File: src/rtl/dmem_arb_pkg.sv
// Shared types and default sizes for the data-memory port arbiter.
package dmem_arb_pkg;

    typedef enum logic [1:0] {
        S_IDLE = 2'd0,
        S_CORE = 2'd1,
        S_EXT  = 2'd2
    } state_t;

    typedef enum logic {
        OWN_CORE = 1'b0,
        OWN_EXT  = 1'b1
    } owner_t;

    localparam int DEF_ADDR_W   = 10;
    localparam int DEF_DATA_W   = 64;
    localparam int DEF_MAX_WAIT = 8;
    localparam int WAIT_CNT_W   = 8;
    localparam int STAT_W       = 32;

endpackage

File: src/rtl/dmem_arb_starve_cnt.sv
// Saturating count of consecutive cycles the external master was denied the port.
module dmem_arb_starve_cnt
    import dmem_arb_pkg::*;
#(
    parameter int MAX_WAIT = DEF_MAX_WAIT
) (
    input  logic                  clk,
    input  logic                  rst,
    input  logic                  inc,
    input  logic                  clr,
    output logic [WAIT_CNT_W-1:0] count,
    output logic                  max_reached
);

    localparam logic [WAIT_CNT_W-1:0] MAX_V = WAIT_CNT_W'(MAX_WAIT);

    always_ff @(posedge clk) begin
        if (rst || clr) begin
            count <= '0;
        end else if (inc && (count != MAX_V)) begin
            count <= count + 1'b1;
        end
    end

    assign max_reached = (count == MAX_V);

endmodule

File: src/rtl/dmem_port_arbiter.sv
// Two-requester arbiter for the single data-SRAM port (core MEM stage vs. external master).
// Optional per-cycle conflict/stall counters are built when DMEM_ARB_STATS_EN is defined.
module dmem_port_arbiter
    import dmem_arb_pkg::*;
#(
    parameter int ADDR_W   = DEF_ADDR_W,
    parameter int DATA_W   = DEF_DATA_W,
    parameter int MAX_WAIT = DEF_MAX_WAIT
) (
    input  logic              clk,
    input  logic              rst,
    input  logic              core_req,
    input  logic              core_wen,
    input  logic [ADDR_W-1:0] core_addr,
    input  logic [DATA_W-1:0] core_wdata,
    output logic              core_gnt,
    output logic              core_rvalid,
    output logic [DATA_W-1:0] core_rdata,
    output logic              core_stall,
    input  logic              ext_req,
    input  logic              ext_wen,
    input  logic [ADDR_W-1:0] ext_addr,
    input  logic [DATA_W-1:0] ext_wdata,
    input  logic              ext_lock,
    output logic              ext_gnt,
    output logic              ext_rvalid,
    output logic [DATA_W-1:0] ext_rdata,
    output logic [ADDR_W-1:0] mem_addr,
    output logic              mem_wen,
    output logic              mem_ren,
    output logic [DATA_W-1:0] mem_wdata,
    input  logic [DATA_W-1:0] mem_rdata
`ifdef DMEM_ARB_STATS_EN
    ,
    output logic [STAT_W-1:0] stat_conflicts,
    output logic [STAT_W-1:0] stat_stalls
`endif
);

    state_t              state;
    state_t              next_state;
    logic                max_reached;
    logic [ADDR_W-1:0]   addr_q;
    logic [DATA_W-1:0]   wdata_q;
    logic                rd_pend;
    owner_t              rd_owner;
    logic [DATA_W-1:0]   core_rdata_q;
    logic [DATA_W-1:0]   ext_rdata_q;

    dmem_arb_starve_cnt #(
        .MAX_WAIT(MAX_WAIT)
    ) u_starve (
        .clk        (clk),
        .rst        (rst),
        .inc        (ext_req && !ext_gnt),
        .clr        (ext_gnt || !ext_req),
        .count      (),
        .max_reached(max_reached)
    );

    always_ff @(posedge clk) begin
        if (rst) begin
            state        <= S_IDLE;
            addr_q       <= '0;
            wdata_q      <= '0;
            rd_pend      <= 1'b0;
            rd_owner     <= OWN_CORE;
            core_rdata_q <= '0;
            ext_rdata_q  <= '0;
        end else begin
            state    <= next_state;
            addr_q   <= mem_addr;
            wdata_q  <= mem_wdata;
            rd_pend  <= mem_ren;
            rd_owner <= ext_gnt ? OWN_EXT : OWN_CORE;
            if (core_rvalid) begin
                core_rdata_q <= mem_rdata;
            end
            if (ext_rvalid) begin
                ext_rdata_q <= mem_rdata;
            end
        end
    end

    // A locked burst keeps the port; otherwise the core wins unless ext has starved.
    always_comb begin
        next_state = S_IDLE;
        ext_gnt    = 1'b0;
        core_gnt   = 1'b0;
        if (!rst) begin
            ext_gnt  = ext_req && (((state == S_EXT) && ext_lock) || !core_req || max_reached);
            core_gnt = core_req && !ext_gnt;
        end
        if (ext_gnt) begin
            next_state = ext_lock ? S_EXT : S_IDLE;
        end else if (core_gnt) begin
            next_state = S_CORE;
        end
        core_stall = !rst && core_req && !core_gnt;

        mem_addr  = addr_q;
        mem_wdata = wdata_q;
        if (ext_gnt) begin
            mem_addr  = ext_addr;
            mem_wdata = ext_wdata;
        end else if (core_gnt) begin
            mem_addr  = core_addr;
            mem_wdata = core_wdata;
        end
        mem_wen = (core_gnt && core_wen) || (ext_gnt && ext_wen);
        mem_ren = (core_gnt && !core_wen) || (ext_gnt && !ext_wen);

        core_rvalid = !rst && rd_pend && (rd_owner == OWN_CORE);
        ext_rvalid  = !rst && rd_pend && (rd_owner == OWN_EXT);
        core_rdata  = core_rvalid ? mem_rdata : core_rdata_q;
        ext_rdata   = ext_rvalid ? mem_rdata : ext_rdata_q;
    end

`ifdef DMEM_ARB_STATS_EN
    always_ff @(posedge clk) begin
        if (rst) begin
            stat_conflicts <= '0;
            stat_stalls    <= '0;
        end else begin
            if (core_req && ext_req) begin
                stat_conflicts <= stat_conflicts + 1'b1;
            end
            if (core_stall) begin
                stat_stalls <= stat_stalls + 1'b1;
            end
        end
    end
`endif

endmodule

File: config.mk
export PLATFORM = sky130hd
export DESIGN_NAME = dmem_port_arbiter
export DESIGN_NICKNAME = d
export VERILOG_FILES = /design/src/rtl/dmem_arb_pkg.sv /design/src/rtl/dmem_arb_starve_cnt.sv /design/src/rtl/dmem_port_arbiter.sv
export SDC_FILE = /design/constraint.sdc
export NUM_CORES = 1
export LEC_CHECK = 0
export ABC_AREA = 1
export ABC_CLOCK_PERIOD_IN_PS = 3050
export CORE_AREA = 2 2 165 167
export DETAILED_ROUTE_END_ITERATION = 6
export DIE_AREA = 0 0 167 169
export DONT_BUFFER_PORTS = 1
export PLACE_DENSITY = 0.65
export SETUP_SLACK_MARGIN = 0.3
export SYNTH_ARGS = -nofsm -noshare
export SYNTH_HDL_FRONTEND = slang
export SYNTH_SLANG_ARGS = --single-unit
File: constraint.sdc
create_clock -name clk -period 3.05 [get_ports clk]
set_clock_uncertainty 0.05 [all_clocks]
set_input_delay 0.61 -clock clk [delete_from_list [all_inputs] [get_ports clk]]
set_output_delay 0.61 -clock clk [all_outputs]
set_load 0.005 [all_outputs]
Word level (Yosys, flattened, before mapping):

Index checks and enable logic that the tools add are counted.

* bits in registers: 214
* latch bits: 0
* RAM bits: 0
* memory bits (read-only): 0
* input bits: 219
* output and inout bits: 209
* logic and storage cells: 53
* memories: 0

* add/subtract/negate cells: 1
* multipliers: 0
* div/mod/pow operators: 0
* $lt $le $gt $ge: 0
* equality and inequality tests: 3
* shift-type cells: 0
* multiplexer cells: 12
* bitwise logic cells: 1
* reduce and logical (&&, ||, !) cells: 28

Operators with widths (count)
* $mux 64: 4
* $mux 10: 2
* $logic_and 1x1->1: 14
* $add 8x1->8 const B: 1
* $eq 8x4->1 const B: 1
* $logic_not 1->1: 8
* $ne 8x4->1 const B: 1
* $logic_or 1x1->1: 6
* $mux 1: 4
* $mux 2: 2
* $eq 2x2->1 const B: 1
* $not 1->1: 1

Depth between registers and ports, before layout:

* word-level depth: 10
* gate-level depth with buffers: 13
* depth with buffers taken out: 11

Hierarchy:

A second synthesis with hierarchy kept.

* cells, all modules: 1646
* area, all modules: 11474.8 um^2

By module, submodules not included
* dmem_port_arbiter: instances 1, cells an instance 1573, area each 10990.5 um^2, sequential area each 4124.0 um^2
* dmem_arb_starve_cnt: instances 1, cells an instance 73, area each 484.2 um^2, sequential area each 160.2 um^2

Worst setup path after synthesis:

OpenSTA, ideal clock, no wires.

* kind: input-to-output
* start: input port rst
* end: output port mem_wdata[34]
* data arrival time: 1.672 ns
* required time: 2.390 ns
* setup slack: 0.718 ns
* stages on the path: 11
* buffers on the path: 3
* cell sequence: buf_2 inv_2 nand2_1 inv_2 buf_6 clkbuf_2 or2_2 nand2_1 inv_1 nand2_1 nand2_1

* cells in the longest elaborated chain, start to end: 3
* elaborated cells between the ends (all ways): 4
* classes of those cells: 4 x mux

RTL lines
* from (decl): RTL line dmem_port_arbiter.sv:11 `input logic rst,`
* $mux 1: RTL line dmem_port_arbiter.sv:90 `if (!rst) begin`
* $mux 64: RTL line dmem_port_arbiter.sv:106 `end else if (core_gnt) begin`
* $mux 64 *: RTL line dmem_port_arbiter.sv:103 `if (ext_gnt) begin`
* to (decl): RTL line dmem_port_arbiter.sv:31 `output logic [DATA_W-1:0] mem_wdata,`

Mark *: on every way between the ends. The rest lies on a longest branch, timed or not.

Worst setup path in the final report:

* start: register u_starve.count[0]
* end: output port mem_ren

* cells in the longest elaborated chain, start to end: 8
* elaborated cells between the ends (all ways): 10
* classes of those cells: 1 x eq/ne; 2 x mux; 7 x reduce/logical

RTL lines
* from (decl): RTL line dmem_arb_starve_cnt.sv:11 `output logic [WAIT_CNT_W-1:0] count,`
* from (signal assigned): RTL line dmem_arb_starve_cnt.sv:21 `count <= count + 1'b1;`
* $eq 8x4->1 *: RTL line dmem_arb_starve_cnt.sv:25 `assign max_reached = (count == MAX_V);`
* $logic_or 1x1->1 *: RTL line dmem_port_arbiter.sv:91 `ext_gnt = ext_req && (((state == S_EXT) && ext_lock) || !core_req || max_reached);`
* $logic_and 1x1->1 *: RTL line dmem_port_arbiter.sv:91
* $logic_not 1->1: RTL line dmem_port_arbiter.sv:92 `core_gnt = core_req && !ext_gnt;`
* $logic_and 1x1->1: RTL line dmem_port_arbiter.sv:92
* $mux 1: RTL line dmem_port_arbiter.sv:90
* $logic_and 1x1->1: RTL line dmem_port_arbiter.sv:111 `mem_ren = (core_gnt && !core_wen) || (ext_gnt && !ext_wen);`
* $logic_or 1x1->1 *: RTL line dmem_port_arbiter.sv:111
* to (decl): RTL line dmem_port_arbiter.sv:30 `output logic mem_ren,`

Marked as above.

==> results.yml <==
run_status:
  status: "completed"
cells_and_area:
  drive_above_1_share: 0.298
  final_core_util: 0.499
  nNetsFinal: 1777
  area_growth_pct: 18.8
  fin_cells: 1916
route:
  drtPass1Iterations: 6
  drt-vias-per-instance: 5.19
  remaining_drc_errors: 0
  wl_per_cell_um: 17.0
  drt_first_iter_violations: 645
  drt_wl_total_um: 32600
  ant_nets: 0
  num_vias: 9949
global_route:
  grt_max_degree: 206
  grt_use_total: 0.203
  grt-ovfl-total: 0
  grt_pass1_wl_um: 47100
  antenna_found_initial: 3
  grt_pass1_vias: 8966
timing:
  fmax_mhz: 361
  fin_crit_sh: 0.908
  tightest_slew_ns: 0.959
  min_period_ns: 2.77
  drv_slew: 0
  relSlewSlack: 0.361
  setup_viol: 0
  rsz0062_at_grt: "yes"
  finalHoldViolCount: 0
  fin_ws_ns: 0.281
  tns_ns: 0
floorplan:
  io_pins: 428
  core_area_mm2: 0.0265
  die_h_um: 169
  die_x_um: 167
  std_cell_rows: 60
  dieArea_mm2: 0.0282
  start_util: 0.420
worst_setup_path:
  critPathKind: "reg2out"
  rr_worst_depth: 14
  end_kind: "output port"
  r2r_slack_ns: 1.09
  crit_end: "mem_ren"
  critPathRequiredTime_ns: 2.39
  reg2reg_to: "wdata_q[32]$_SDFF_PP0_"
  worstPathMaxFanout: 5
  crit_path_start_kind: "flip-flop"
  startpoint: "u_starve.count[0]$_SDFFE_PP0P_"
  arrival_ns: 2.11
  r2r-start: "u_starve.count[0]$_SDFFE_PP0P_"
pwr:
  max-vdd-ir-drop_v: 0.000399
  leakage_nw: 6.47
  power.density_mw_per_mm2: 527
  power_w: 0.00697
place:
  dp_hpwl_um: 20300
  dp_cells: 1839
  pre_cts_ws_ns: 0.497
  place.port_buffers: 0
  gp_congestion: 0.825
synthesis:
  synth_seq_cells: 214
  muxShareOfSynthArea: 0
  synth_top_cell_area_share: 0.385
  synth_top_family_by_area: "simple AND/OR/NAND/NOR gates"
  yosysWarnings: 0
  yosysTopAreaCell: "dfxtp_1"
  synth.avg_cell_area_um2: 7.07
  ys_top_cells_by_area: "dfxtp_1, nand2_1, or2_2"
  syn_area_mm2: 0.0111
  yosysUniqueCellTypes: 25
  synthAdderAreaFrac: 0.00225
  syn_nets: 1796
  synth_xor_area_frac: 0.00157
  yosys.area_share.simple: 0.281
  synth_compound_area_frac: 0.184
  seq_area_frac_synth: 0.385
  syn_inst: 1575
clock_network:
  h-tree-depth: 1
  clkTransAtPathRegs_ns: 0.06
  cts_sinks: 214
  cts_buffers: 24
  root_buffer: "clkbuf_16"
  clock_path_buffers: 3
  holdBufCountCts: 0
  cts_tree: "done"
  insertion_delay_ns: 0.50
hold_path:
  min_from: "rst"
  hold_path_class: "in2reg"
run:
  cap_violations: 0
[what timing repair did]
item | CTS | global route
resized for setup | 37 | 169
setup endpoints to repair | 78 | 110
cloned | 7 | 8
buffers inserted | 9 | 8
pin swaps | 4 | 34
[logic make-up after synthesis]
kind of cell / after synthesis
flip-flops: 214
XOR/XNOR: 2
buffers and inverters: 395
AND/OR/NAND/NOR: 620
AO/OA/AOI/OAI: 342
adder cells (fa/ha/maj): 2
[power by group]
group          total, W  switching (W)  internal, W
Combinational   0.00105       0.000624     0.000430
Clock           0.00297        0.00115      0.00182
Sequential      0.00294      0.0000245      0.00292
[per-stage QoR]
step                      hold WS, ns  instance area [µm²]
final                           0.128                13200
after CTS                      0.0974                12500
after global placement          0.431                11300
after global routing           0.0994                13200
after floorplan                 0.417                11100
after detailed placement        0.443                11300
[sequential cells by signal (all words and copies together) (netlist names)]
signal,count
core_rdata_q,64
addr_q,10
wdata_q,64
state,2
u_starve.count,8
ext_rdata_q,64
rd_pend,1
rd_owner,1
[metal layers]
layer	vias up	wire length, µm	global-route usage	part of all wire
li1	4936	-	-	-
met2	436	15400	0.340	0.47
met4	4	1220	0.0783	0.037
met5	-	30	0	0.00092
met3	104	2390	0.0437	0.073
met1	4469	13600	0.255	0.42
[synth_stat cells]
cell type and number:
nand2_1 321, inv_1 269, dfxtp_1 214, a21oi_1 208
or2_2 189, a211oi_1 129, nand3b_1 74, buf_2 53
clkbuf_1 33, inv_2 20, or2_1 13, nor2_1 12
clkbuf_2 9, buf_6 7, nand3_1 5, buf_4 4
nand4_1 3, ha_1 2, nor3_1 2, o22ai_1 2
xor2_1 2, nand3_2 1, o2111ai_1 1, o211ai_1 1
o21ai_0 1
[layout make-up]
class                   instances  area, µm²
diodes                          2       5.00
clock buffers                  40        782
clock inverters                 3       43.8
fillers                      2578      13300
inverters                     289       1100
multi-input cells             966       5670
flip-flops and latches        214       4290
well taps                     341        427
repair buffers                 61        905
[critical path, cell delays in order, from the launching register on]
cell	delay (ns)
dfxtp_2	0.32
inv_2	0.07
ha_4	0.13
inv_2	0.03
nor2_2	0.08
nand2_2	0.09
nand2_4	0.09
nand3_4	0.15
buf_12	0.20
clkbuf_16	0.17
o22ai_2	0.13
buf_4	0.12
[worst min path at each step]
stage	endpoint	slack (ns)	depth (start not counted)
6_report	addr_q[0]$_SDFF_PP0_	0.13	1
2_1_floorplan	u_starve.count[7]$_SDFFE_PP0P_	0.42	2
3_3_place_gp	u_starve.count[7]$_SDFFE_PP0P_	0.43	2
3_5_place_dp	u_starve.count[0]$_SDFFE_PP0P_	0.44	2
5_1_grt	addr_q[0]$_SDFF_PP0_	0.1	1
4_1_cts	addr_q[6]$_SDFF_PP0_	0.1	1
[placed cells by master (no fill, tap or decap), types with 7 or more instances in the layout]
cell type  Yosys  layout
inv_2         20      42
nor2_1        12      11
a21oi_1      208     206
nand2_1      321     196
inv_1        269     243
clkbuf_16      0      31
buf_12         0      12
or2_2        189     189
nand2_2        0     107
buf_4          4      29
nand3b_1      74      74
or2_1         13      13
nand2_4        0      17
clkbuf_8       0      10
dfxtp_1      214     211
buf_16         0       7
a211oi_1     129     129
(Power assumes the default switching activity.)
